### src/rtl/bird_motion_ctrl_if.sv
`default_nettype none
// ============================================================================
//  Module      : bird_motion_ctrl_if
//  Description : Bundle between the scene/collision side and the bird motion
//                controller.
//                master : drives frame_tick, state_number, flap_button, collide
//                         and observes bird_y, bird_vel, dead, flap_event.
//                slave  : the motion controller itself.
//  Revision    : 1.0 - initial release
// ============================================================================
interface bird_motion_ctrl_if #(
  parameter int Y_WIDTH = 10
);
  logic                    frame_tick;    // one-cycle pulse per frame
  logic [1:0]              state_number;  // 00 start, 01 gameplay, 10 gameover
  logic                    flap_button;   // raw, active-low, asynchronous
  logic                    collide;       // pipe overlap, valid on frame_tick
  logic [Y_WIDTH-1:0]      bird_y;        // bird top row
  logic signed [7:0]       bird_vel;      // signed velocity, px/frame
  logic                    dead;          // high in FALL and DEAD
  logic                    flap_event;    // one-cycle pulse per accepted flap

  modport master (
    output frame_tick, state_number, flap_button, collide,
    input  bird_y, bird_vel, dead, flap_event
  );

  modport slave (
    input  frame_tick, state_number, flap_button, collide,
    output bird_y, bird_vel, dead, flap_event
  );
endinterface
`default_nettype wire

### src/rtl/bird_motion_ctrl.sv
`default_nettype none
// ============================================================================
//  Module      : bird_motion_ctrl
//  Description : Per-frame vertical motion controller for the bird. Integrates
//                velocity and position once per frame, handles flaps, ceiling
//                and floor clamps, and reports death to the scene FSM.
//  Ports       : clk  - system clock
//                rst  - synchronous, active-low reset
//                bus  - bird_motion_ctrl_if.slave (frame_tick, state_number,
//                       flap_button, collide in; bird_y, bird_vel, dead,
//                       flap_event out)
//  Options     : BIRD_HOVER_EN - when defined, the bird bobs +/-4 px in IDLE
//                and READY (1 px every 4 ticks). Undefined: parked at START_Y.
//  Revision    : 1.0 - initial release
// ============================================================================
module bird_motion_ctrl #(
  parameter int Y_WIDTH  = 10,
  parameter int START_Y  = 240,
  parameter int FLOOR_Y  = 456,
  parameter int BIRD_H   = 24,
  parameter int GRAVITY  = 1,
  parameter int FLAP_VEL = -8,
  parameter int MAX_FALL = 10
) (
  input  logic               clk,
  input  logic               rst,
  bird_motion_ctrl_if.slave  bus
);

  localparam int AW = Y_WIDTH + 2;

  localparam logic signed [AW-1:0]  c_floor_top = AW'(FLOOR_Y - BIRD_H);
  localparam logic signed [AW-1:0]  c_max_fall  = AW'(MAX_FALL);
  localparam logic signed [AW-1:0]  c_flap_vel  = AW'(FLAP_VEL);
  localparam logic signed [AW-1:0]  c_gravity   = AW'(GRAVITY);
  localparam logic [Y_WIDTH-1:0]    c_start_y   = Y_WIDTH'(START_Y);

  typedef enum logic [2:0] {
    S_IDLE  = 3'd0,
    S_READY = 3'd1,
    S_FLY   = 3'd2,
    S_FALL  = 3'd3,
    S_DEAD  = 3'd4
  } state_t;

  state_t              r_state, w_state_n;
  logic [Y_WIDTH-1:0]  r_y, w_y_n;
  logic signed [7:0]   r_vel, w_vel_n;
  logic                r_pending, w_pending_n;
  logic                r_flap_event, w_flap_event_n;

  // Button synchronizer and edge register; all idle high (released).
  logic r_sync1, r_sync2, r_btn_d;
  logic r_tick_d;
  logic w_flap_edge, w_tick;

  assign w_flap_edge = r_btn_d & ~r_sync2;
  // A tick held high for several cycles counts once.
  assign w_tick      = bus.frame_tick & ~r_tick_d;

  always_ff @(posedge clk) begin
    if (!rst) begin
      r_sync1  <= 1'b1;
      r_sync2  <= 1'b1;
      r_btn_d  <= 1'b1;
      r_tick_d <= 1'b0;
    end else begin
      r_sync1  <= bus.flap_button;
      r_sync2  <= r_sync1;
      r_btn_d  <= r_sync2;
      r_tick_d <= bus.frame_tick;
    end
  end

  // Parked position in IDLE/READY.
  logic [Y_WIDTH-1:0] w_hover_y;

`ifdef BIRD_HOVER_EN
  logic [1:0]        r_hov_div;
  logic signed [3:0] r_hov_off;
  logic              r_hov_up;

  always_ff @(posedge clk) begin
    if (!rst || bus.state_number == 2'b00) begin
      r_hov_div <= 2'd0;
      r_hov_off <= 4'sd0;
      r_hov_up  <= 1'b1;
    end else if (w_tick && (r_state == S_IDLE || r_state == S_READY)) begin
      r_hov_div <= r_hov_div + 2'd1;
      if (r_hov_div == 2'd3) begin
        if (r_hov_up) begin
          r_hov_off <= r_hov_off + 4'sd1;
          if (r_hov_off == 4'sd3) r_hov_up <= 1'b0;
        end else begin
          r_hov_off <= r_hov_off - 4'sd1;
          if (r_hov_off == -4'sd3) r_hov_up <= 1'b1;
        end
      end
    end
  end

  assign w_hover_y = Y_WIDTH'(START_Y + int'(r_hov_off));
`else
  assign w_hover_y = c_start_y;
`endif

  // Datapath: all arithmetic in AW signed bits so the ceiling test sees
  // negative results before truncation.
  logic signed [AW-1:0] w_vel_ext, w_vel_inc, w_grav_vel, w_fly_vel;
  logic signed [AW-1:0] w_y_ext, w_fly_y, w_fall_y;
  logic                 w_pending_eff;

  assign w_pending_eff = r_pending | w_flap_edge;
  assign w_vel_ext     = AW'(r_vel);
  assign w_y_ext       = signed'({2'b00, r_y});
  assign w_vel_inc     = w_vel_ext + c_gravity;
  assign w_grav_vel    = (w_vel_inc > c_max_fall) ? c_max_fall : w_vel_inc;
  assign w_fly_vel     = w_pending_eff ? c_flap_vel : w_grav_vel;
  assign w_fly_y       = w_y_ext + w_fly_vel;
  assign w_fall_y      = w_y_ext + w_grav_vel;

  always_ff @(posedge clk) begin
    if (!rst) begin
      r_state      <= S_IDLE;
      r_y          <= c_start_y;
      r_vel        <= 8'sd0;
      r_pending    <= 1'b0;
      r_flap_event <= 1'b0;
    end else begin
      r_state      <= w_state_n;
      r_y          <= w_y_n;
      r_vel        <= w_vel_n;
      r_pending    <= w_pending_n;
      r_flap_event <= w_flap_event_n;
    end
  end

  always_comb begin
    w_state_n      = r_state;
    w_y_n          = r_y;
    w_vel_n        = r_vel;
    w_pending_n    = r_pending;
    w_flap_event_n = 1'b0;

    if (bus.state_number == 2'b00) begin
      w_state_n   = S_IDLE;
      w_y_n       = c_start_y;
      w_vel_n     = 8'sd0;
      w_pending_n = 1'b0;
    end else begin
      case (r_state)
        S_IDLE: begin
          w_y_n       = w_hover_y;
          w_vel_n     = 8'sd0;
          w_pending_n = 1'b0;
          if (bus.state_number == 2'b01) w_state_n = S_READY;
        end

        S_READY: begin
          w_y_n   = w_hover_y;
          w_vel_n = 8'sd0;
          // First flap only arms the bird; it is applied on the next tick.
          if (w_flap_edge) begin
            w_state_n      = S_FLY;
            w_pending_n    = 1'b1;
            w_flap_event_n = 1'b1;
          end
        end

        S_FLY: begin
          if (w_flap_edge) w_flap_event_n = 1'b1;
          if (w_tick) begin
            w_pending_n = 1'b0;
            if (w_fly_y < 0) begin
              w_y_n   = '0;
              w_vel_n = 8'sd0;
            end else if (w_fly_y >= c_floor_top) begin
              w_y_n     = c_floor_top[Y_WIDTH-1:0];
              w_vel_n   = 8'sd0;
              w_state_n = S_DEAD;
            end else begin
              w_y_n   = w_fly_y[Y_WIDTH-1:0];
              w_vel_n = w_fly_vel[7:0];
              if (bus.collide) w_state_n = S_FALL;
            end
          end else if (w_flap_edge) begin
            w_pending_n = 1'b1;
          end
        end

        S_FALL: begin
          w_pending_n = 1'b0;
          if (w_tick) begin
            if (w_fall_y < 0) begin
              w_y_n   = '0;
              w_vel_n = 8'sd0;
            end else if (w_fall_y >= c_floor_top) begin
              w_y_n     = c_floor_top[Y_WIDTH-1:0];
              w_vel_n   = 8'sd0;
              w_state_n = S_DEAD;
            end else begin
              w_y_n   = w_fall_y[Y_WIDTH-1:0];
              w_vel_n = w_grav_vel[7:0];
            end
          end
        end

        S_DEAD: begin
          w_pending_n = 1'b0;
        end

        default: begin
          w_state_n = S_IDLE;
        end
      endcase
    end
  end

  assign bus.bird_y     = r_y;
  assign bus.bird_vel   = r_vel;
  assign bus.dead       = (r_state == S_FALL) || (r_state == S_DEAD);
  assign bus.flap_event = r_flap_event;

endmodule
`default_nettype wire

### src/flat_wrapper.sv
// flat-port wrapper written by rule: the top's interface ports become plain ports
module bird_motion_ctrl_flat 
#(
  parameter int Y_WIDTH  = 10,
  parameter int START_Y  = 240,
  parameter int FLOOR_Y  = 456,
  parameter int BIRD_H   = 24,
  parameter int GRAVITY  = 1,
  parameter int FLAP_VEL = -8,
  parameter int MAX_FALL = 10
)
  (clk, rst, bus_frame_tick, bus_state_number, bus_flap_button, bus_collide, bus_bird_y, bus_bird_vel, bus_dead, bus_flap_event);
  bird_motion_ctrl_if #(.Y_WIDTH(Y_WIDTH)) bus_i ();
  input  logic clk;
  input  logic rst;
  input wire logic [$bits(bus_i.frame_tick)-1:0] bus_frame_tick;
  input wire logic [$bits(bus_i.state_number)-1:0] bus_state_number;
  input wire logic [$bits(bus_i.flap_button)-1:0] bus_flap_button;
  input wire logic [$bits(bus_i.collide)-1:0] bus_collide;
  output wire logic [$bits(bus_i.bird_y)-1:0] bus_bird_y;
  output wire logic [$bits(bus_i.bird_vel)-1:0] bus_bird_vel;
  output wire logic [$bits(bus_i.dead)-1:0] bus_dead;
  output wire logic [$bits(bus_i.flap_event)-1:0] bus_flap_event;
  assign bus_i.frame_tick = bus_frame_tick;
  assign bus_i.state_number = bus_state_number;
  assign bus_i.flap_button = bus_flap_button;
  assign bus_i.collide = bus_collide;
  assign bus_bird_y = bus_i.bird_y;
  assign bus_bird_vel = bus_i.bird_vel;
  assign bus_dead = bus_i.dead;
  assign bus_flap_event = bus_i.flap_event;
  bird_motion_ctrl #(.Y_WIDTH(Y_WIDTH), .START_Y(START_Y), .FLOOR_Y(FLOOR_Y), .BIRD_H(BIRD_H), .GRAVITY(GRAVITY), .FLAP_VEL(FLAP_VEL), .MAX_FALL(MAX_FALL)) u_core (.clk(clk), .rst(rst), .bus(bus_i));
endmodule
### config.mk
export PLATFORM = sky130hd
export DESIGN_NAME = bird_motion_ctrl_flat
export DESIGN_NICKNAME = d
export VERILOG_FILES = /design/src/rtl/bird_motion_ctrl_if.sv /design/src/rtl/bird_motion_ctrl.sv /design/src/flat_wrapper.sv
export SDC_FILE = /design/constraint.sdc
export NUM_CORES = 1
export LEC_CHECK = 0
export ABC_AREA = 1
export BUFFER_PORTS_ARGS = -buffer_cell sky130_fd_sc_hd__buf_2
export CAP_MARGIN = 5
export CORE_ASPECT_RATIO = 0.9
export CORE_MARGIN = 2
export CORE_UTILIZATION = 25
export DETAILED_ROUTE_END_ITERATION = 7
export PLACE_DENSITY = 0.44
export SYNTH_ARGS = -nofsm -noshare
export SYNTH_HDL_FRONTEND = slang
export SYNTH_SLANG_ARGS = --single-unit
### constraint.sdc
create_clock -name clk -period 6.2 [get_ports clk]
set_input_delay 0.31 -clock clk [delete_from_list [all_inputs] [get_ports clk]]
set_output_delay 0.31 -clock clk [all_outputs]
set_load 0.01 [all_outputs]
=== After elaboration in Yosys (flattened, before gate mapping) ===
Index checks and enable logic that the tools add are counted.

* Bits in registers: 27
* Bits of input ports: 7
* Output and inout bits: 20
* Word-level logic and storage cells: 80

* Add/sub/neg operators: 3
* $lt $le $gt $ge: 5
* Eq/ne operators: 13
* Muxes and demuxes: 30
* Bitwise operators: 8
* Reductions and logical operators: 12

{| class="wikitable"
|+ Operators with widths
! cell !! count
|-
| $mux W10 || 6
|-
| $mux W8 || 6
|-
| $pmux W10 S3 || 1
|-
| $mux W3 || 9
|-
| $add A11 B12 Y12 || 2
|-
| $ge A12 B10 Y1 const B || 2
|-
| $lt A12 B1 Y1 const B || 2
|-
| $mux W12 || 2
|-
| $pmux W8 S3 || 1
|-
| $pmux W3 S5 || 1
|-
| $gt A12 B5 Y1 const B || 1
|-
| $ne A2 B1 Y1 const B || 5
|-
| $add A8 B2 Y9 const B || 1
|-
| $reduce_and A9 Y1 || 1
|-
| $eq A3 B2 Y1 const B || 2
|-
| $reduce_bool A3 Y1 || 2
|-
| $reduce_or A2 Y1 || 3
|-
| $reduce_or A3 Y1 || 2
|-
| $not A1 Y1 || 5
|-
| $ne A2 B2 Y1 const B || 2
|-
| $eq A3 B1 Y1 const B || 1
|-
| $eq A3 B3 Y1 const B || 1
|-
| $logic_not A3 Y1 || 1
|-
| $mux W1 || 3
|-
| 8 further kinds || 9
|}

=== Logic depth before layout (Yosys ltp) ===
Gate-level depths: netlist (run 1).

* Depth after elaboration: 10
* Gate-level depth with buffers: 31
* Mapped depth without buffers: 31

=== Least setup slack after synthesis (run 1) ===
OpenSTA, ideal clock, no wires.

* Path type: register -> register
* From: register u_core.r_vel[0] (netlist: u_core.bus.bird_vel[0])
* To: register u_core.r_vel[2] (netlist: u_core.bus.bird_vel[2])
* Setup time: 0.067 ns
* Data arrival time: 4.248 ns
* Data required time: 6.133 ns
* Path slack: 1.885 ns
* Cell stages (with the launch flop): 29
* Path buffers: 1
* Cell sequence: dfxtp_1 -> ha_1 -> nand3_1 -> o21ai_1 -> nand2_1 -> nor2_2 -> nand3_1 -> ha_1 -> nand2_4 -> inv_1 -> nor2_1 -> ha_1 -> fa_1 -> nand2_1 -> inv_1 -> nor2_1 -> o21bai_1 -> nand4_1 -> o211ai_1 -> a21o_1 -> a21oi_1 -> xor2_1 -> nand3_1 -> nor3_2 -> clkbuf_1 -> nand2_1 -> o21ai_1 -> nand2_1 -> a21oi_2

* Word-level cells in the longest chain between the ends: 10
* Elaborated cells between the ends (all ways): 17
* Classes of those cells: add/sub: 3; order compare: 5; mux: 9

{| class="wikitable"
|+ Ends and longest elaborated chain
! item !! RTL line !! source
|-
| from (decl) || bird_motion_ctrl.sv:48 || <nowiki>logic signed [7:0] r_vel, w_vel_n;</nowiki>
|-
| from (signal assigned) || bird_motion_ctrl.sv:132 || <nowiki>r_vel <= w_vel_n;</nowiki>
|-
| $add A8 B2 Y9 (*) || bird_motion_ctrl.sv:116 || <nowiki>assign w_vel_inc = w_vel_ext + c_gravity;</nowiki>
|-
| $gt A12 B5 Y1 || bird_motion_ctrl.sv:117 || <nowiki>assign w_grav_vel = (w_vel_inc > c_max_fall) ? c_max_fall : w_vel_inc;</nowiki>
|-
| $mux W12 (*) || bird_motion_ctrl.sv:117 ||
|-
| $mux W12 || bird_motion_ctrl.sv:118 || <nowiki>assign w_fly_vel = w_pending_eff ? c_flap_vel : w_grav_vel;</nowiki>
|-
| $add A11 B12 Y12 || bird_motion_ctrl.sv:119 || <nowiki>assign w_fly_y = w_y_ext + w_fly_vel;</nowiki>
|-
| $ge A12 B10 Y1 || bird_motion_ctrl.sv:177 || <nowiki>end else if (w_fly_y >= c_floor_top) begin</nowiki>
|-
| $mux W8 || bird_motion_ctrl.sv:177 ||
|-
| $mux W8 || bird_motion_ctrl.sv:174 || <nowiki>if (w_fly_y < 0) begin</nowiki>
|-
| $mux W8 || bird_motion_ctrl.sv:172 || <nowiki>if (w_tick) begin</nowiki>
|-
| $pmux W8 S3 (*) || bird_motion_ctrl.sv:151 || <nowiki>case (r_state)</nowiki>
|}

Mark *: on every way between the ends. The rest lies on a longest branch, timed or not. The select of a mux whose other input is x is not followed.
A chain may end at the register's enable or synchronous reset.

=== Worst setup path in the final report (run 1) ===
* From: register u_core.r_vel[0] (netlist: u_core.bus.bird_vel[0])
* To: register u_core.r_y[3] (netlist: u_core.bus.bird_y[3])

* Word-level cells in the longest chain between the ends: 10
* Elaborated cells between the ends (all ways): 17
* Classes of those cells: add/sub: 3; order compare: 5; mux: 9

{| class="wikitable"
|+ Ends and longest elaborated chain
! item !! RTL line !! source
|-
| $add A8 B2 Y9 (*) || bird_motion_ctrl.sv:116 ||
|-
| $gt A12 B5 Y1 || bird_motion_ctrl.sv:117 ||
|-
| $mux W12 (*) || bird_motion_ctrl.sv:117 ||
|-
| $mux W12 || bird_motion_ctrl.sv:118 ||
|-
| $add A11 B12 Y12 || bird_motion_ctrl.sv:119 ||
|-
| $ge A12 B10 Y1 || bird_motion_ctrl.sv:177 ||
|-
| $mux W10 || bird_motion_ctrl.sv:177 ||
|-
| $mux W10 || bird_motion_ctrl.sv:174 ||
|-
| $mux W10 || bird_motion_ctrl.sv:172 ||
|-
| $pmux W10 S3 (*) || bird_motion_ctrl.sv:151 ||
|-
| to (signal assigned) || bird_motion_ctrl.sv:125 || <nowiki>r_y <= c_start_y;</nowiki>
|-
| to (signal assigned) || bird_motion_ctrl.sv:131 || <nowiki>r_y <= w_y_n;</nowiki>
|-
| to (decl) || bird_motion_ctrl.sv:47 || <nowiki>logic [Y_WIDTH-1:0] r_y, w_y_n;</nowiki>
|}

Marks and branches as above.

==> reports/qor.yml, run 1 <==
syn-instance-count: 442
route.final.wire_length_um: 7689
mappedNetlistNets: 476
cts_resized: 0
slowest_stage: "nor3_2"
critical_path.endpoint_type: "register"
n_antenna_cell: 0
worstSetupStartpointType: "register"
max-clock-path-buffers: 2
vias_per_cell: 4.351
cts.hold.buffers_added: 0
vias: 2702
die_y_um: 104.7
htreeDepth: 1
post-route-drc-count: 0
setup_tns_ns: 0
setup_viol: 0
cts.sinks: 27
post_route_cells_drive_above_1_share: 0.1493
power_uw: 818.7
fin_crit_sh: 0.8036
worst_ir_drop_on_vdd_mv: 0.1818
ff2ff_setup_slack_ns: 1.22
rows: 36
insertion_delay_ns: 0.28
worst-endpoint-required_ns: 6.41
yosys_register_bits: 27
critical_path.max_fanout: 13
cp_num_buf_inv: 3
dp.final_hpwl_um: 6298
tritoncts: "built"
result_of_the_run: "finished clean"
place_congestion: 0.8314
postCtsSetupBuffers: 0
cp_top_family: "simple AND/OR/NAND/NOR gates"
fmaxAchievable_mhz: 200.7
tightestPinTransition_ns: 0.9959
register_clock_pin_slew_on_the_reported_worst_setup_and_hold_paths_ns: 0.08
layout.filler_cells: 1281
hold_end: "u_core.r_sync1"
grt_pass1_wl_um: 13520
critical_path_class: "register to register"
antenna_found_initial: 0
fin_nets: 504
grt_start_max_net_pins: 20
die_outline_area_sq_um: 12140
grt_setup_unrepaired: "no"
ios: 27
floorplan.initialDensity: 0.2586
report.final.hold_viol_count: 0
syn_avg_cell_area_sq_um: 6.378
netlist_area_sq_um: 2819
timing.max_slew.rel_slack: 0.3336
yosys.cell_types.count: 44
final_antenna_net_count: 0
clock_tree.root_cell: "clkbuf_16"
holdCritStartpoint: "bus_flap_button"
p_leak_nw: 1.726
floorplan.die.width_um: 115.9
finalCriticalPeriod_ns: 4.982
slew_viol_final: 0
min_path_type: "input pin to register"
finClkSkew_ns: 0.009755
cap_violations: 0
timing.hold.worst_path_depth: 3
cts_buf_count: 3
grt_pass1_vias: 2705
wirelength_per_cell_um: 12.38
power_density_nw_per_um2: 254.7
yosysWarnings: 0
rr_startpoint: "u_core.bus.bird_vel[0]"
critical_path_arrival_ns: 5.19
seq_area_frac_synth: 0.1917
flow.area_growth_from_synthesis_pct: 14.03
grt_usage: 0.1385
timing.rr.end: "u_core.bus.bird_y[3]"
r2r_cells: 27
cpPeakStageDelay_ns: 0.69
grt.overflow.total: 0
count_of_port_buffers_added_during_placement: 26
core-area_sq_um: 10900
number_of_detailed_route_iterations_in_the_first_pass: 4
detailedRoute.firstIterationViolations: 125
-- registers in the layout, indices dropped and copies added (netlist names) --
register,flops
u_core.r_sync1,1
u_core.bus.bird_y,10
u_core.r_btn_d,1
u_core.r_pending,1
u_core.bus.bird_vel,8
u_core.r_tick_d,1
u_core.bus.flap_event,1
u_core.r_sync2,1
u_core.r_state,3
-- area by class of cell --
type,count,area (sq um),share of cell area
clock buffer,3,75.07,0.02336
sequential,27,540.5,0.1682
clock inverter,1,8.758,0.002725
timing repair buffer,27,137.6,0.04282
inverter,67,256.5,0.07980
tap,152,190.2,0.05917
multi-input combinational,344,2006,0.6240
-- cell usage in the layout (no fill, tap or decap), types with 4 or more instances in the layout --
master,instances
a21oi_1,34
buf_2,26
dfxtp_1,27
ha_1,25
inv_1,62
nand2_1,133
nand2_2,6
nand2_4,8
nand3_1,22
nand3_2,6
nand4_1,7
nor2_1,40
nor2_2,4
nor3_1,5
o21ai_0,5
o21ai_1,8
xnor2_1,5
xor2_1,7
-- Yosys cell counts --
master | instances | area share
nor3_2 | 1 | 0.0036
buf_2 | 1 | 0.0018
nand2_2 | 6 | 0.013
nand4_1 | 7 | 0.016
a21o_1 | 2 | 0.0053
o21ai_0 | 5 | 0.0089
nand3_2 | 6 | 0.021
nand4_4 | 1 | 0.0075
nor2_1 | 40 | 0.053
clkbuf_1 | 3 | 0.0040
a21oi_1 | 34 | 0.060
nand3b_1 | 2 | 0.0053
nor4_1 | 1 | 0.0022
inv_2 | 2 | 0.0027
a21oi_2 | 2 | 0.0062
fa_1 | 2 | 0.014
xor2_2 | 1 | 0.0058
a31oi_1 | 1 | 0.0022
nand2_4 | 8 | 0.032
nand3_1 | 22 | 0.039
o211ai_1 | 2 | 0.0053
o21a_1 | 1 | 0.0027
nor2_2 | 4 | 0.0089
or2_1 | 1 | 0.0022
nand3_4 | 1 | 0.0062
o21bai_4 | 1 | 0.0067
o21ai_4 | 1 | 0.0058
inv_1 | 62 | 0.083
inv_4 | 2 | 0.0044
clkinv_1 | 1 | 0.0013
o21bai_1 | 3 | 0.0080
o221ai_1 | 1 | 0.0031
nor3_1 | 5 | 0.0089
xnor2_1 | 5 | 0.016
o21ai_2 | 1 | 0.0031
ha_1 | 25 | 0.11
o21ai_1 | 8 | 0.014
nor2_8 | 1 | 0.0071
a221oi_1 | 1 | 0.0031
xor2_1 | 7 | 0.022
a211oi_1 | 1 | 0.0027
dfxtp_1 | 27 | 0.19
nand2_1 | 133 | 0.18
or2_2 | 1 | 0.0022
-- per-layer routing --
metal / GRT usage / up-vias / routed length (um) / part of all wire
met5: 0 / - / 0 / 0
met4: 0.007653 / 0 / 19 / 0.0025
met3: 0.02494 / 2 / 243 / 0.032
met2: 0.2231 / 36 / 3424 / 0.45
met1: 0.2015 / 1191 / 4002 / 0.52
li1: - / 1473 / - / -
-- power by group --
part | switching (mW) | internal (mW)
Combinational | 0.297 | 0.140
Sequential | 0.0244 | 0.193
Clock | 0.0744 | 0.0898
-- worst max path at each step --
stage / to / start / depth (start not counted) / slack (ns)
2_1_floorplan: u_core.bus.bird_vel[2] / u_core.bus.bird_vel[0] / 28 / 1.88
3_3_place_gp: u_core.bus.bird_vel[2] / u_core.bus.bird_vel[0] / 27 / 1.35
3_5_place_dp: u_core.bus.bird_y[3] / u_core.bus.bird_vel[0] / 27 / 1.24
4_1_cts: u_core.bus.bird_y[3] / u_core.bus.bird_vel[0] / 27 / 1.19
5_1_grt: u_core.bus.bird_vel[2] / u_core.bus.bird_vel[0] / 27 / 0.58
6_report: u_core.bus.bird_y[3] / u_core.bus.bird_vel[0] / 27 / 1.22
-- stage by stage --
step	hold WS, ns	instances	setup slack, ns	utilization	instance area, sq um
after detailed placement	0.3901	617	1.239	0.2872	3131
after global routing	0.2073	621	0.5830	0.2949	3214
after CTS	0.1948	621	1.186	0.2949	3214
after floorplan	0.3787	442	1.885	-	2819
final	0.1976	621	1.218	0.2949	3214
after global placement	0.3865	617	1.353	0.2872	3131
-- logic make-up after synthesis --
group	after synthesis	synth area share
compound gates	64	0.1376
xor+xnor	13	0.04305
fa+ha+maj	27	0.1252
buf+inv	71	0.09676
flops	27	0.1917
simple gates	240	0.4057
-- worst reg2reg max path: stages (launching register included) --
cell	delay [ns]
dfxtp_1	0.39
ha_1	0.25
or2_1	0.21
nand2_1	0.10
inv_1	0.10
o21ai_0	0.18
nand3_1	0.10
ha_1	0.32
nand2_4	0.09
inv_1	0.13
nor2_1	0.08
ha_1	0.22
fa_1	0.38
nand2_1	0.07
inv_1	0.05
nor2_1	0.09
o21bai_1	0.12
nand4_1	0.10
o211ai_1	0.14
a21o_1	0.19
a21oi_1	0.15
xor2_1	0.16
nand3_1	0.14
nor3_2	0.69
nand3b_1	0.15
o21ai_1	0.11
nand2_1	0.06
a21oi_1	0.15
Note: power is estimated with default switching activity, not from simulation.
==> run 2: changes to the inputs <==
--- a/config.mk
+++ b/config.mk
@@ -5,7 +5,7 @@
 export SDC_FILE = /design/constraint.sdc
 export NUM_CORES = 1
 export LEC_CHECK = 0
-export ABC_AREA = 1
+export ABC_AREA = 0
 export BUFFER_PORTS_ARGS = -buffer_cell sky130_fd_sc_hd__buf_2
 export CAP_MARGIN = 5
 export CORE_ASPECT_RATIO = 0.9
==> constraint.sdc (replaced) <==
create_clock -name clk -period 4.96 [get_ports clk]
set_input_delay 0.248 -clock clk [delete_from_list [all_inputs] [get_ports clk]]
set_output_delay 0.248 -clock clk [all_outputs]
set_load 0.01 [all_outputs]
==> run 2 against run 1 <==
  * Synthesized area grew 9.9%
  * Flip-flop and latch count unchanged
  * Sequential share of layout area fell by 3.7 points
  * Clock power up 18%
  * Count of clock-buffer cells in the layout rose by 1
  * Maximum frequency rose by 2.5%
  * Power shrank 33%
  * Die area is 9.5% higher
  * Clock skew decreased by 0.0032 ns
==> reports/qor.yml, run 2 <==
detailedRoute.firstIterationViolations: 160  # +28%
max-clock-path-buffers: 2  # unchanged
slowest_stage: "fa_2"
yosys-top-cells-area: "dfxtp_1, ha_1, a21oi_1"
setup_tns_ns: 0  # unchanged
grt_busiest_layer: "met2"
cap_violations: 0  # unchanged
post_dp_cell_area_sq_um: 3618  # +16%
ff2ff_setup_slack_ns: 0.1  # -1.12 ns
die_y_um: 109.6  # +4.6%
global_route.usage.met1: 0.2230  # +0.02154
worst_ir_drop_on_vdd_mv: 0.1011  # -44%
critical_path_class: "register to register"
finalCriticalPeriod_ns: 4.863  # -0.1195 ns
synth_area_leader_cell: "dfxtp_1"
post-route-drc-count: 0  # unchanged
cts.sinks: 27  # unchanged
critical_path.endpoint_type: "register"
cell_area_after_layout_sq_um: 4125  # +28%
layout.cells.most_common_list: "buf_4, nor2_1, inv_1"
post-synth-top-area-fraction: 0.1745  # -0.01727
cpPeakStageDelay_ns: 0.44  # -0.25 ns
flow.area_growth_from_synthesis_pct: 33.16
min_path_type: "input pin to register"
floorplan.initialDensity: 0.2565  # -0.002082
place_congestion: 0.7942  # -4.5%
syn_avg_cell_area_sq_um: 7.784  # +22%
rr_startpoint: "u_core.bus.bird_vel[0]"
synth.cells.most_frequent: "nor2_1, inv_1, a21oi_1, nand2_1, dfxtp_1"
rows: 38  # +5.6%
cp_top_family: "compound AO/OA/AOI/OAI gates"
dp.final_hpwl_um: 7881  # +25%
cts_buf_count: 3  # unchanged
insertion_delay_ns: 0.27  # about the same
max_ffs_per_register: 10  # unchanged
htreeDepth: 1  # unchanged
number_of_detailed_route_iterations_in_the_first_pass: 5  # +1
clock_tree.root_cell: "clkbuf_16"
count_of_port_buffers_added_during_placement: 26  # unchanged
use_met2: 0.2404  # +0.01731
holdCritStartpoint: "bus_flap_button"
vias: 3242  # +20%
report.final.hold_viol_count: 0  # unchanged
yosysWarnings: 0  # unchanged
setup_viol: 0  # unchanged
critical_path_arrival_ns: 5.05  # -0.14 ns
postSynth.topFlopCell: "dfxtp_1"
tightestPinTransition_ns: 0.8874  # -0.1085 ns
timing.hold.worst_path_depth: 2  # -1
n_antenna_cell: 0  # unchanged
grt_pass1_wl_um: 15970  # +18%
power_density_nw_per_um2: 132.9  # -48%
grt_start_max_net_pins: 15  # -25%
fmaxAchievable_mhz: 205.6  # +2.5%
synthMostInstantiatedCell: "nor2_1"
hold_end: "u_core.r_sync1"
grt_pass1_vias: 3055  # +13%
critical_path.max_fanout: 5  # -8
asyncSetResetFlopFracSynth: 0  # unchanged
seq_area_frac_synth: 0.1745  # -0.01727
wirelength_per_cell_um: 16.24  # +31%
timing.rr.end: "u_core.bus.bird_vel[3]"
grt_setup_unrepaired: "yes"
timing.max_slew.rel_slack: 0.4062  # +0.07262
layout.filler_cells: 1289  # +0.62%
antenna_found_initial: 0  # unchanged
register_clock_pin_slew_on_the_reported_worst_setup_and_hold_paths_ns: 0.07  # about the same
floorplan.die.width_um: 121.3  # +4.7%
synth_enable_flop_cells: 0  # unchanged
post-route-util: 0.3416  # +0.04671
worstSetupStartpointType: "register"
netlist_area_sq_um: 3098  # +9.9%
r2r_cells: 21  # -22%
yosys_register_bits: 27  # unchanged
fin_crit_sh: 0.9804  # +0.1768
mostFrequentLayoutCell: "buf_4"
fin_nets: 500  # -0.79%
cp_num_buf_inv: 3  # unchanged
mappedNetlistNets: 432  # -9.2%
ios: 27  # unchanged
route.final.wire_length_um: 10150  # +32%
core-area_sq_um: 12080  # +11%
cts.hold.buffers_added: 0  # unchanged
slew_viol_final: 0  # unchanged
die_outline_area_sq_um: 13300  # +9.5%
post_route_cells_drive_above_1_share: 0.3204  # +0.1712
critical_path.cell_chain: "ha_4 -> and3_4 -> and3_4 -> or3_4 -> a21oi_4 -> nand2_2 -> ha_4 -> inv_4 -> a31oi_4 -> nor2b_2 -> inv_1 -> nand2_2 -> fa_2 -> o41ai_4 -> a21oi_4 -> o32ai_4 -> mux2i_2 -> o2111ai_2 -> or3_4 -> buf_6 -> o221ai_2"
vias_per_cell: 5.187  # +19%
grt_use_met3: 0.01037  # -0.01457
syn-instance-count: 398  # -10%
tritoncts: "built"
result_of_the_run: "finished clean"
grt_usage: 0.1507  # +0.01215
finClkSkew_ns: 0.006537  # -0.003219 ns
final_antenna_net_count: 0  # unchanged
grt.overflow.total: 0  # unchanged
p_leak_nw: 1.701  # -1.4%
worst-endpoint-required_ns: 5.15  # -1.26 ns
yosys.cell_types.count: 76  # +73%
-- run 2: how the worst max path moves through the flow --
stage                                      start                     end  slack, ns  cells past startpoint
final                     u_core.bus.bird_vel[0]  u_core.bus.bird_vel[3]        0.1                     21
after global routing      u_core.bus.bird_vel[0]       u_core.r_state[0]      -0.14                     24
after CTS                 u_core.bus.bird_vel[0]       u_core.r_state[0]     0.0008                     21
after detailed placement  u_core.bus.bird_vel[0]  u_core.bus.bird_vel[3]      -0.13                     23
after floorplan           u_core.bus.bird_vel[1]  u_core.bus.bird_vel[3]       0.04                     23
after global placement    u_core.bus.bird_vel[0]       u_core.r_state[0]      -0.07                     21
-- run 2: power by group --
group / internal, mW / switching, mW
Sequential: 0.220 / 0.00617
Clock: 0.110 / 0.0828
Combinational: 0.0550 / 0.0741
Total: 0.385 / 0.163
-- run 2: kinds of logic after synthesis --
| kind of cell | after synthesis | share of synthesized area |
|---|---|---|
| multiplexers | 2 | 0.006866 |
| AO/OA/AOI/OAI | 134 | 0.3275 |
| flip-flops | 27 | 0.1745 |
| XOR/XNOR | 24 | 0.07270 |
| buffers and inverters | 44 | 0.06139 |
| adder cells (fa/ha/maj) | 27 | 0.1139 |
| AND/OR/NAND/NOR | 140 | 0.2431 |
-- run 2: layer usage --
| layer | vias to the layer above | share of wire |
|---|---|---|
| met3 | 8 | 0.024 |
| met2 | 49 | 0.45 |
| li1 | 1628 | - |
| met5 | - | 0 |
| met4 | 0 | 0.0098 |
| met1 | 1557 | 0.52 |
-- run 2: worst reg2reg max path, delay by kind of cell (launching register included) --
family	cells	cell delay, ns
adders and majority gates	3	0.89
DFF	1	0.34
AOI/OAI and AO/OA	7	1.55
and+or+nand+nor	7	1.41
buffers and inverters	3	0.28
muxes	1	0.33
-- run 2: timing repair --
item / CTS / global route
buffers inserted: 4 / 10
gates cloned: 0 / 1
endpoints found under the setup margin: 19 / 20
pin swaps: 6 / 22
gates resized for setup: 5 / 61
-- run 2: layout make-up --
| type | count | area, sq um | share of cell area |
|---|---|---|---|
| clock buffers | 4 | 78.83 | 0.01911 |
| inverters | 33 | 126.4 | 0.03063 |
| well taps | 160 | 200.2 | 0.04853 |
| flip-flops and latches | 27 | 543.0 | 0.1316 |
| multi-input cells | 327 | 2675 | 0.6485 |
| repair buffers | 74 | 501.7 | 0.1216 |
-- run 2: metrics by stage --
step / worst slack [ns] / hold WS [ns] / total power, mW / cells
finish: 0.09717 / 0.1616 / 0.5483 / 625
global route: -0.1443 / 0.1676 / 0.5761 / 625
CTS: 0.0008034 / 0.1592 / 0.5336 / 614
detailed placement: -0.1291 / 0.4050 / 0.3347 / 606
global placement: -0.07126 / 0.4011 / 0.3346 / 606
floorplan: 0.04119 / 0.3210 / 0.3044 / 398
==> run 3: changes to the inputs <==
--- a/config.mk
+++ b/config.mk
@@ -10,9 +10,9 @@
 export CAP_MARGIN = 5
 export CORE_ASPECT_RATIO = 0.9
 export CORE_MARGIN = 2
-export CORE_UTILIZATION = 25
+export CORE_UTILIZATION = 50
 export DETAILED_ROUTE_END_ITERATION = 7
-export PLACE_DENSITY = 0.44
+export PLACE_DENSITY = 0.73
 export SYNTH_ARGS = -nofsm -noshare
 export SYNTH_HDL_FRONTEND = slang
 export SYNTH_SLANG_ARGS = --single-unit
==> run 3 against run 2 <==
  * Maximum frequency rose by 0.71%
  * First-iteration DRC count rose by 97%
  * Critical endpoint is now u_core.bus.bird_vel[6]
  * Highest routed layer unchanged
  * Sequential power barely moved
  * Routed wire length fell by 7.9%
  * Largest power group unchanged
  * Register-to-register slack improved by 0.03 ns
  * Critical path type unchanged
==> reports/qor.yml, run 3 (synthesis results as in run 2) <==
cts_buf_count: 3  # unchanged
max_ffs_per_register: 10  # unchanged
ios: 27  # unchanged
floorplan.die.width_um: 86.97  # -28%
grt_pass1_vias: 2853  # -6.6%
finalCriticalPeriod_ns: 4.829  # -0.03405 ns
critical_path.cell_chain: "ha_2 -> and3_4 -> and3_4 -> or3_4 -> a21oi_4 -> nand2_2 -> ha_4 -> inv_2 -> a31oi_4 -> nand2b_4 -> nand2_4 -> ha_4 -> nand3_4 -> nor4_4 -> a211oi_4 -> buf_6 -> o311a_4 -> xor2_2 -> o2111ai_2 -> or3_4 -> buf_6 -> o221ai_2"
die_y_um: 78.68  # -28%
timing.hold.worst_path_depth: 2  # unchanged
worst_ir_drop_on_vdd_mv: 0.09396  # -7.1%
number_of_detailed_route_iterations_in_the_first_pass: 5  # unchanged
register_clock_pin_slew_on_the_reported_worst_setup_and_hold_paths_ns: 0.10  # +0.03 ns
clock_tree.root_cell: "clkbuf_8"
max-clock-path-buffers: 2  # unchanged
flow.area_growth_from_synthesis_pct: 26.49
r2r_cells: 22  # +4.8%
vias: 3324  # +2.5%
fin_crit_sh: 0.9735  # -0.006865
layout.cells.non_filler: 523  # -16%
grt_usage: 0.2556  # +0.1049
tightestPinTransition_ns: 0.8608  # -0.02658 ns
critical_path_class: "register to register"
report.final.hold_viol_count: 0  # unchanged
finClkSkew_ns: 0.005728  # -0.0008087 ns
grt_use_met3: 0.03575  # +0.02538
critical_path_arrival_ns: 5.04  # about the same
setup_viol: 0  # unchanged
setup_tns_ns: 0  # unchanged
grt_busiest_layer: "met1"
die_outline_area_sq_um: 6842  # -49%
htreeDepth: 1  # unchanged
post-route-drc-count: 0  # unchanged
rows: 27  # -29%
ff2ff_setup_slack_ns: 0.13  # +0.03 ns
critical_path.max_fanout: 6  # +1
power_density_nw_per_um2: 126.8  # -4.6%
grt_start_max_net_pins: 15  # unchanged
holdCritStartpoint: "bus_flap_button"
mostFrequentLayoutCell: "nor2_1"
post-place-cells: 511  # -16%
tritoncts: "built"
count_of_port_buffers_added_during_placement: 26  # unchanged
vias_per_cell: 6.356  # +23%
cap_violations: 0  # unchanged
use_met2: 0.3718  # +0.1314
insertion_delay_ns: 0.28  # about the same
slowest_stage: "or3_4"
detailedRoute.firstIterationViolations: 315  # +97%
core-area_sq_um: 6047  # -50%
fin_nets: 486  # -2.8%
cts.sinks: 27  # unchanged
worst-endpoint-required_ns: 5.18  # +0.03 ns
cpPeakStageDelay_ns: 0.41  # -0.03 ns
worstSetupStartpointType: "register"
timing.max_slew.rel_slack: 0.4240  # +0.01779
critical_path.endpoint_type: "register"
min_path_type: "input pin to register"
rr_startpoint: "u_core.bus.bird_vel[0]"
grt.overflow.total: 0  # unchanged
grt_pass1_wl_um: 14060  # -12%
antenna_found_initial: 0  # unchanged
p_leak_nw: 1.608  # -5.5%
layout.cells.most_common_list: "nor2_1, buf_4, inv_1, buf_2"
route.final.wire_length_um: 9348  # -7.9%
post_route_cells_drive_above_1_share: 0.3038  # -0.01666
final_antenna_net_count: 0  # unchanged
place_congestion: 0.9027  # +14%
result_of_the_run: "finished clean"
wirelength_per_cell_um: 17.87  # +10%
crit_path_start: "u_core.bus.bird_vel[0]"
slew_viol_final: 0  # unchanged
dp.final_hpwl_um: 6874  # -13%
n_antenna_cell: 0  # unchanged
fmaxAchievable_mhz: 207.1  # +0.71%
floorplan.initialDensity: 0.5123  # +0.2558
global_route.usage.met1: 0.3992  # +0.1762
-- run 3: changes by cell type in the layout (fill, tap and decap cells not counted), sizes merged --
cell  delta
buf     -14
-- run 3: cell type report --
class / instances / area (sq um)
Clock buffer: 4 / 45.04
Sequential cell: 27 / 541.8
Inverter: 33 / 123.9
Fill cell: 490 / 2128
Timing Repair Buffer: 60 / 390.4
Multi-Input combinational cell: 327 / 2728
Tap cell: 72 / 90.09
-- run 3: through the flow --
stage                       util  area [sq um]  setup WS (ns)  total power [mW]  hold WS [ns]
after floorplan                -          3107        0.04119            0.3044        0.3210
after global placement    0.5715          3456       0.006698            0.3305        0.3881
after detailed placement  0.5715          3456       -0.08576            0.3321        0.3972
after CTS                 0.5827          3523        0.01269            0.4598        0.1474
after global routing      0.6480          3919       -0.06580            0.5122        0.1493
final                     0.6480          3919         0.1312            0.4968        0.1405
-- run 3: what timing repair did --
action,in CTS,in global routing
endpoints found under the setup margin,17,20
gates resized for setup,5,61
buffers inserted,0,8
pin swaps,2,20
endpoints found under the hold margin,0,0
hold buffers,0,0
cloned,0,1
-- run 3: path summary, 6_finish.rpt --
check / to
worst max register to register: u_core.bus.bird_vel[6]
worst min register to register: u_core.r_sync2
worst min-delay path: u_core.r_sync1
worst max-delay path: u_core.bus.bird_vel[6]
-- run 3: where the power goes --
group          internal (mW)  total, mW  switching [mW]
Combinational         0.0596      0.138          0.0782
Sequential             0.220      0.226         0.00590
Clock                 0.0578      0.133          0.0753
Total                  0.337      0.497           0.159
-- run 3: layer usage --
layer	up-vias	share of wire
li1	1598	-
met1	1572	0.47
met2	140	0.45
met3	14	0.069
met4	0	0.012
met5	-	0
-- run 3: worst max-delay path: cells and delay by family, from the launching register on --
| family | cells | cell delay, ns |
|---|---|---|
| and+or+nand+nor | 9 | 1.97 |
| AOI/OAI and AO/OA | 6 | 1.08 |
| adders and majority gates | 3 | 0.79 |
| DFF | 1 | 0.34 |
| buffers and inverters | 3 | 0.34 |
| xor gates and xnor gates | 1 | 0.23 |
